===== config.mk =====
export PLATFORM = sky130hd
export DESIGN_NAME = line_sched
export DESIGN_NICKNAME = d
export VERILOG_FILES = /design/src/rtl/line_sched.sv
export SDC_FILE = /design/constraint.sdc
export NUM_CORES = 1
export LEC_CHECK = 0
export CORE_MARGIN = 2
export CORE_UTILIZATION = 33
export DETAILED_ROUTE_END_ITERATION = 8
export SETUP_SLACK_MARGIN = 0.15
export SLEW_MARGIN = 20
export SYNTH_ARGS = -nofsm -noshare
export SYNTH_HDL_FRONTEND = slang
export SYNTH_SLANG_ARGS = --single-unit

===== constraint.sdc =====
create_clock -name clk -period 15.39 [get_ports clk]
set_input_delay 4.617 -clock clk [delete_from_list [all_inputs] [get_ports clk]]
set_output_delay 4.617 -clock clk [all_outputs]
set_load 0.03 [all_outputs]

===== src/rtl/line_sched.sv =====
// Line command scheduler: queues endpoint commands and sequences them through
// an external line drawer, forwarding each drawn pixel to the framebuffer port.
module line_sched #(
    parameter int DEPTH = 4
) (
    input  logic        clk,
    input  logic        reset,
    input  logic        cmd_valid,
    output logic        cmd_ready,
    input  logic [10:0] cmd_x0,
    input  logic [10:0] cmd_y0,
    input  logic [10:0] cmd_x1,
    input  logic [10:0] cmd_y1,
    input  logic        cmd_color,
    input  logic        flush,
    output logic        ld_reset,
    output logic [10:0] ld_x0,
    output logic [10:0] ld_y0,
    output logic [10:0] ld_x1,
    output logic [10:0] ld_y1,
    input  logic [10:0] ld_x,
    input  logic [10:0] ld_y,
    output logic [10:0] pixel_x,
    output logic [10:0] pixel_y,
    output logic        pixel_color,
    output logic        pixel_we,
    output logic        busy
);
    localparam int AW = $clog2(DEPTH);

    typedef enum logic [1:0] {IDLE, LOAD, DRAW} state_t;

    typedef struct packed {
        logic [10:0] x0;
        logic [10:0] y0;
        logic [10:0] x1;
        logic [10:0] y1;
        logic        color;
    } cmd_t;

    cmd_t        mem_q [DEPTH];
    cmd_t        cmd_in;
    cmd_t        cur_q;
    logic [AW:0] wr_ptr_q, rd_ptr_q;
    state_t      state_q, state_d;
    logic [11:0] cnt_q;
    logic [11:0] len;
    logic [10:0] dx, dy, span;
    logic        empty, full, push, pop;

    assign cmd_in = {cmd_x0, cmd_y0, cmd_x1, cmd_y1, cmd_color};
    assign empty  = (wr_ptr_q == rd_ptr_q);
    assign full   = (wr_ptr_q[AW] != rd_ptr_q[AW]) &&
                    (wr_ptr_q[AW-1:0] == rd_ptr_q[AW-1:0]);
    assign push   = cmd_valid && !full && !flush;

    // Pixel count is the major-axis span plus one, so a point line yields one pixel.
    assign dx   = (cur_q.x1 >= cur_q.x0) ? (cur_q.x1 - cur_q.x0) : (cur_q.x0 - cur_q.x1);
    assign dy   = (cur_q.y1 >= cur_q.y0) ? (cur_q.y1 - cur_q.y0) : (cur_q.y0 - cur_q.y1);
    assign span = (dx >= dy) ? dx : dy;
    assign len  = {1'b0, span} + 12'd1;

    always_comb begin
        state_d  = state_q;
        pop      = 1'b0;
        ld_reset = 1'b0;
        pixel_we = 1'b0;
        case (state_q)
            IDLE: begin
                if (!empty) begin
                    pop     = 1'b1;
                    state_d = LOAD;
                end
            end
            LOAD: begin
                ld_reset = 1'b1;
                state_d  = DRAW;
            end
            DRAW: begin
                pixel_we = 1'b1;
                if (cnt_q == 12'd1) begin
                    if (!empty) begin
                        pop     = 1'b1;
                        state_d = LOAD;
                    end else begin
                        state_d = IDLE;
                    end
                end
            end
            default: state_d = IDLE;
        endcase
        if (flush) begin
            pop      = 1'b0;
            pixel_we = 1'b0;
            state_d  = IDLE;
        end
    end

    always_ff @(posedge clk) begin
        if (reset) begin
            state_q  <= IDLE;
            wr_ptr_q <= '0;
            rd_ptr_q <= '0;
            cur_q    <= '0;
            cnt_q    <= '0;
        end else begin
            state_q <= state_d;
            if (push) wr_ptr_q <= wr_ptr_q + {{AW{1'b0}}, 1'b1};
            if (flush) begin
                rd_ptr_q <= wr_ptr_q;
            end else if (pop) begin
                rd_ptr_q <= rd_ptr_q + {{AW{1'b0}}, 1'b1};
                cur_q    <= mem_q[rd_ptr_q[AW-1:0]];
            end
            if (state_q == LOAD)      cnt_q <= len;
            else if (state_q == DRAW) cnt_q <= cnt_q - 12'd1;
        end
    end

    // Queue storage carries no reset; occupancy is tracked solely by the pointers.
    always_ff @(posedge clk) begin
        if (push) mem_q[wr_ptr_q[AW-1:0]] <= cmd_in;
    end

    assign cmd_ready   = !full;
    assign ld_x0       = cur_q.x0;
    assign ld_y0       = cur_q.y0;
    assign ld_x1       = cur_q.x1;
    assign ld_y1       = cur_q.y1;
    assign pixel_x     = ld_x;
    assign pixel_y     = ld_y;
    assign pixel_color = cur_q.color;
    assign busy        = (state_q != IDLE) || !empty;

endmodule


Word level (Yosys, flattened, before mapping)
Memories as Yosys holds them, arrays and structs flattened. A register that Yosys moved wholly into a read port is not among the register bits. Cells that the tools add are included.

Add/sub/neg operators: 8. Magnitude comparators: 3. Eq/ne operators: 8. Multiplexer cells: 20. Bitwise gates (word level): 1. Reductions and logical operators: 14.

Operators by type and width (number): 11-bit subtractor (4); 11-bit greater-or-equal comparator (3); 11-bit two-way mux (3); 12-bit two-way mux (2); 11-bit by 1-bit adder with 12-bit output, second input constant (1); 12-bit by 1-bit == test with 1-bit output, second input constant (1); 12-bit by 1-bit subtractor with 12-bit output, second input constant (1); 1-bit two-way mux (9); 3-bit by 1-bit adder with 3-bit output, second input constant (2); 3-bit two-way mux (2); 2-bit one-hot mux with 3 select lines (1); 2-bit nonzero test (3); 2-bit two-way mux (2); 2-bit inequality test, second input constant (2); 2-bit AND reduction (2); 3-bit == test (1); 1-bit logical AND (3); 1-bit logical NOT (3); 2-bit by 1-bit == test with 1-bit output, second input constant (1); 2-bit == test (1); 2-bit == test, second input constant (1); 2-bit logical NOT (1); 1-bit one-hot mux with 2 select lines (1); 2-bit OR reduction (1); other kinds (3) (3).

Bits in registers: 20. Bits in writable memories: 180. Output and inout bits: 71. Word-level logic and storage cells: 59. Memories kept: 1.

Memories: mem_q (words 4, bits a word 45, rd ports 1, clocked after Yosys merged registers in 1, write ports 1, RTL line 41) `cmd_t mem_q [DEPTH];`.

Longest topological paths before layout
Depth in word-level cells: 7. Depth in mapped cells: 23. Gate-level depth less buffers: 22.

Worst setup path after synthesis
No wires, ideal clock.

Path type: input-to-output. Start point: input flush. End point: output pixel_we. Arrival time: 5.217 ns. Required time: 10.773 ns. Path slack: 5.556 ns. Cell stages on the path: 2. Buffers on the path: 1. Cells stage by stage: clkbuf_1 nor2_1.

Cells in the longest elaborated chain, start to end: 1.

RTL lines: start, declared (RTL line 15) `input logic flush,`; 1-bit two-way mux (RTL line 92) `if (flush) begin`; end, declared (RTL line 26) `output logic pixel_we,`.

Every way passes these cells.

Final worst setup path
Ends and elaborated chain as after synthesis.

==> summary.txt <==
clock buffer depth -> 3
maximum vdd ir drop -> 0.1314 mV
WL final -> 28600 µm
GR Util All Layers -> 14.94%
actual slew at the worst max-slew pin -> 0.9511 ns
Synth top cells by count -> edfxtp_1, nand2_1, a21oi_1
Mapped Cells -> 1005
Die ar. -> 0.03850 mm²
Max-cap violations -> 0
Area Overhead vs Synth -> 17.75%
n_diodes -> 0
DRT antenna net count -> 0
initial antenna violation count -> 0
CP endpoint kind -> primary output
first-pass GRT wire length -> 44980 µm
drt wl/cell -> 18.32 µm
total number of vias -> 7855
Avg Inst Size Synth -> 12.13 µm²
Final Max Tran Viols -> 0
NumNets Final -> 1213
worst reg-to-reg path cell count -> 19
post-synthesis simple-gate area fraction -> 9.534%
origin of the critical flop-to-flop path -> ld_y1[6]
post-route setup TNS -> 0 ns
Pre-antenna DRT Iters -> 5
synthesized area -> 0.01219 mm²
worst reg2reg setup slack -> 9.63 ns
main combinational cell family by area after synthesis -> compound AO/OA/AOI/OAI gates
FF+latch count, synth -> 245
top cells by area, synth -> edfxtp_1, dfxtp_1, mux4_2
Rel. slew slack -> 36.01%
Placeable Area -> 0.03652 mm²
port bufs -> 97
Hold Fails Final Rpt -> 0
final core occ -> 39.31%
asr flop ratio synth -> 0%
Area after DPL -> 0.01346 mm²
RSZ-0062 raised after global routing -> false
Tmin final -> 10.81 ns
Synth Area in Compound Gates -> 11.45%
status -> complete, no violations
clk root buf -> clkbuf_16
CTS Hold Buffers Added -> 0
period utilization -> 70.27%
vias in the first global route -> 7900
filler cell count -> 3404
Worst-path clk slew -> 0.06 ns
pwr dens -> 167.8 mW/mm²
drt drc -> 0
min-delay src -> pixel_color
Worst-Skew Late Latency -> 0.54 ns
Worst Slack Setup Final -> 4.576 ns
layout cell share with drive strength beyond 1 -> 11.89%
Overflow after GRT -> 0
Die Y -> 196.2 µm
Die Span X -> 196.2 µm
skew final -> 0.02064 ns
hold path depth -> 2
largest net degree at the start of global routing -> 67
Place WS -> 4.555 ns
Final Cell Area -> 0.01436 mm²
Arrival @ worst endpoint -> 6.20 ns
post-synthesis xor/xnor area fraction -> 1.940%
CP required -> 10.77 ns
syn_nets -> 1145
CTS H-tree lvls -> 1
CTS tree -> done
endpoints failing setup -> 0
post-synth top area share -> 44.33%
sequential cell area fraction in the yosys report -> 55.01%
critical path class -> input pin to primary output
CTS Buf Count -> 26
Initial Util -> 33.38%
Ys Warns -> 0
Hold Crit Class -> flip-flop to flip-flop
fmax -> 0.09247 GHz
GP Congestion -> 0.8615
critical path launch point type -> input pin
Hold Crit Endpoint -> pixel_color
Synth Area in Adders -> 7.328%
post-synth top area cell -> edfxtp_1
drt via density -> 5.032
clk sinks -> 245
static leakage -> 0.004963 µW
post-DP HPWL -> 18540 µm
Post-CTS Resized -> 0
postcts setup bufs -> 0
EDFF count, synth -> 180
I/O pin cnt -> 142
Row Count -> 70
top_reg_cell synth -> edfxtp_1
Crit Path Max Fanout -> 12
Iteration-0 DRC Markers -> 365
worst r2r dst -> cnt_q[10]
mux share of post-synthesis cell area -> 9.688%
count leader, synth -> edfxtp_1
Yosys cell types -> 72
[registers in the layout (all words and copies together), names as in the netlist]
signal and count:
pixel_color 1, rd_ptr_q 3, state_q 2, ld_x0 11
ld_y1 11, cnt_q 12, ld_y0 11, ld_x1 11
mem_q 180, wr_ptr_q 3
[per-layer routing]
metal / share of wire (%) / global-route usage, % / wire [µm]
met1: 45 / 19.61 / 12970
met2: 49 / 26.14 / 14050
met3: 3.9 / 2.200 / 1105
met4: 1.7 / 3.367 / 473
met5: 0 / 0 / 0
[how the worst max path moves through the flow]
stage / start / end / slack, ns / cells past startpoint
after floorplan: flush / pixel_we / 5.56 / 2
after global placement: flush / pixel_we / 4.58 / 3
after detailed placement: flush / pixel_we / 4.56 / 3
after CTS: flush / pixel_we / 4.56 / 3
after global routing: flush / pixel_we / 4.52 / 3
final: flush / pixel_we / 4.58 / 3
[through the flow]
stage / instances / hold slack (ns) / power [µW]
6_report: 1561 / 0.4796 / 2409
5_1_grt: 1561 / 0.4993 / 2580
4_1_cts: 1560 / 0.4769 / 2424
3_5_place_dp: 1512 / 0.4658 / 1782
3_3_place_gp: 1512 / 0.4699 / 1773
2_1_floorplan: 1005 / 0.4767 / 1554
[cells in the final DEF (no fill, tap or decap), types with 21 or more instances in the layout]
cell type / netlist / routed
edfxtp_1: 180 / 180
nand2_1: 129 / 129
clkdlybuf4s50_1: 0 / 96
a21oi_1: 91 / 91
inv_1: 68 / 68
ha_1: 65 / 65
dfxtp_1: 65 / 63
nor2_1: 47 / 47
mux4_2: 45 / 45
clkbuf_16: 0 / 26
o21ai_0: 21 / 21
[cells by family after synthesis]
family,Yosys count
flip-flops,245
multiplexers,61
XOR/XNOR,27
AND/OR/NAND/NOR,255
AO/OA/AOI/OAI,215
adder cells (fa/ha/maj),69
buffers and inverters,133
[worst max-delay path, cell delays in order]
cell             delay [ns]
clkdlybuf4s50_1        0.63
nor2_1                 0.23
clkdlybuf4s50_1        0.72
[final cells by class]
class | count | area (µm²) | area share, %
Inverter | 68 | 255.2 | 1.778
Clock inverter | 14 | 168.9 | 1.177
Timing Repair Buffer | 105 | 1039 | 7.234
Clock buffer | 34 | 710.7 | 4.950
Multi-Input combinational cell | 627 | 4886 | 34.03
Sequential cell | 245 | 6711 | 46.75
Tap cell | 468 | 585.6 | 4.079
[report_power, final]
part / total, µW / internal, µW / leakage (µW) / switching, µW
sequential: 767 / 736 / 0.00217 / 30.5
clock: 634 / 378 / 0.000432 / 256
combinational: 1010 / 408 / 0.00237 / 601
total: 2410 / 1520 / 0.00496 / 887
Power figures use the tool's default switching activity.
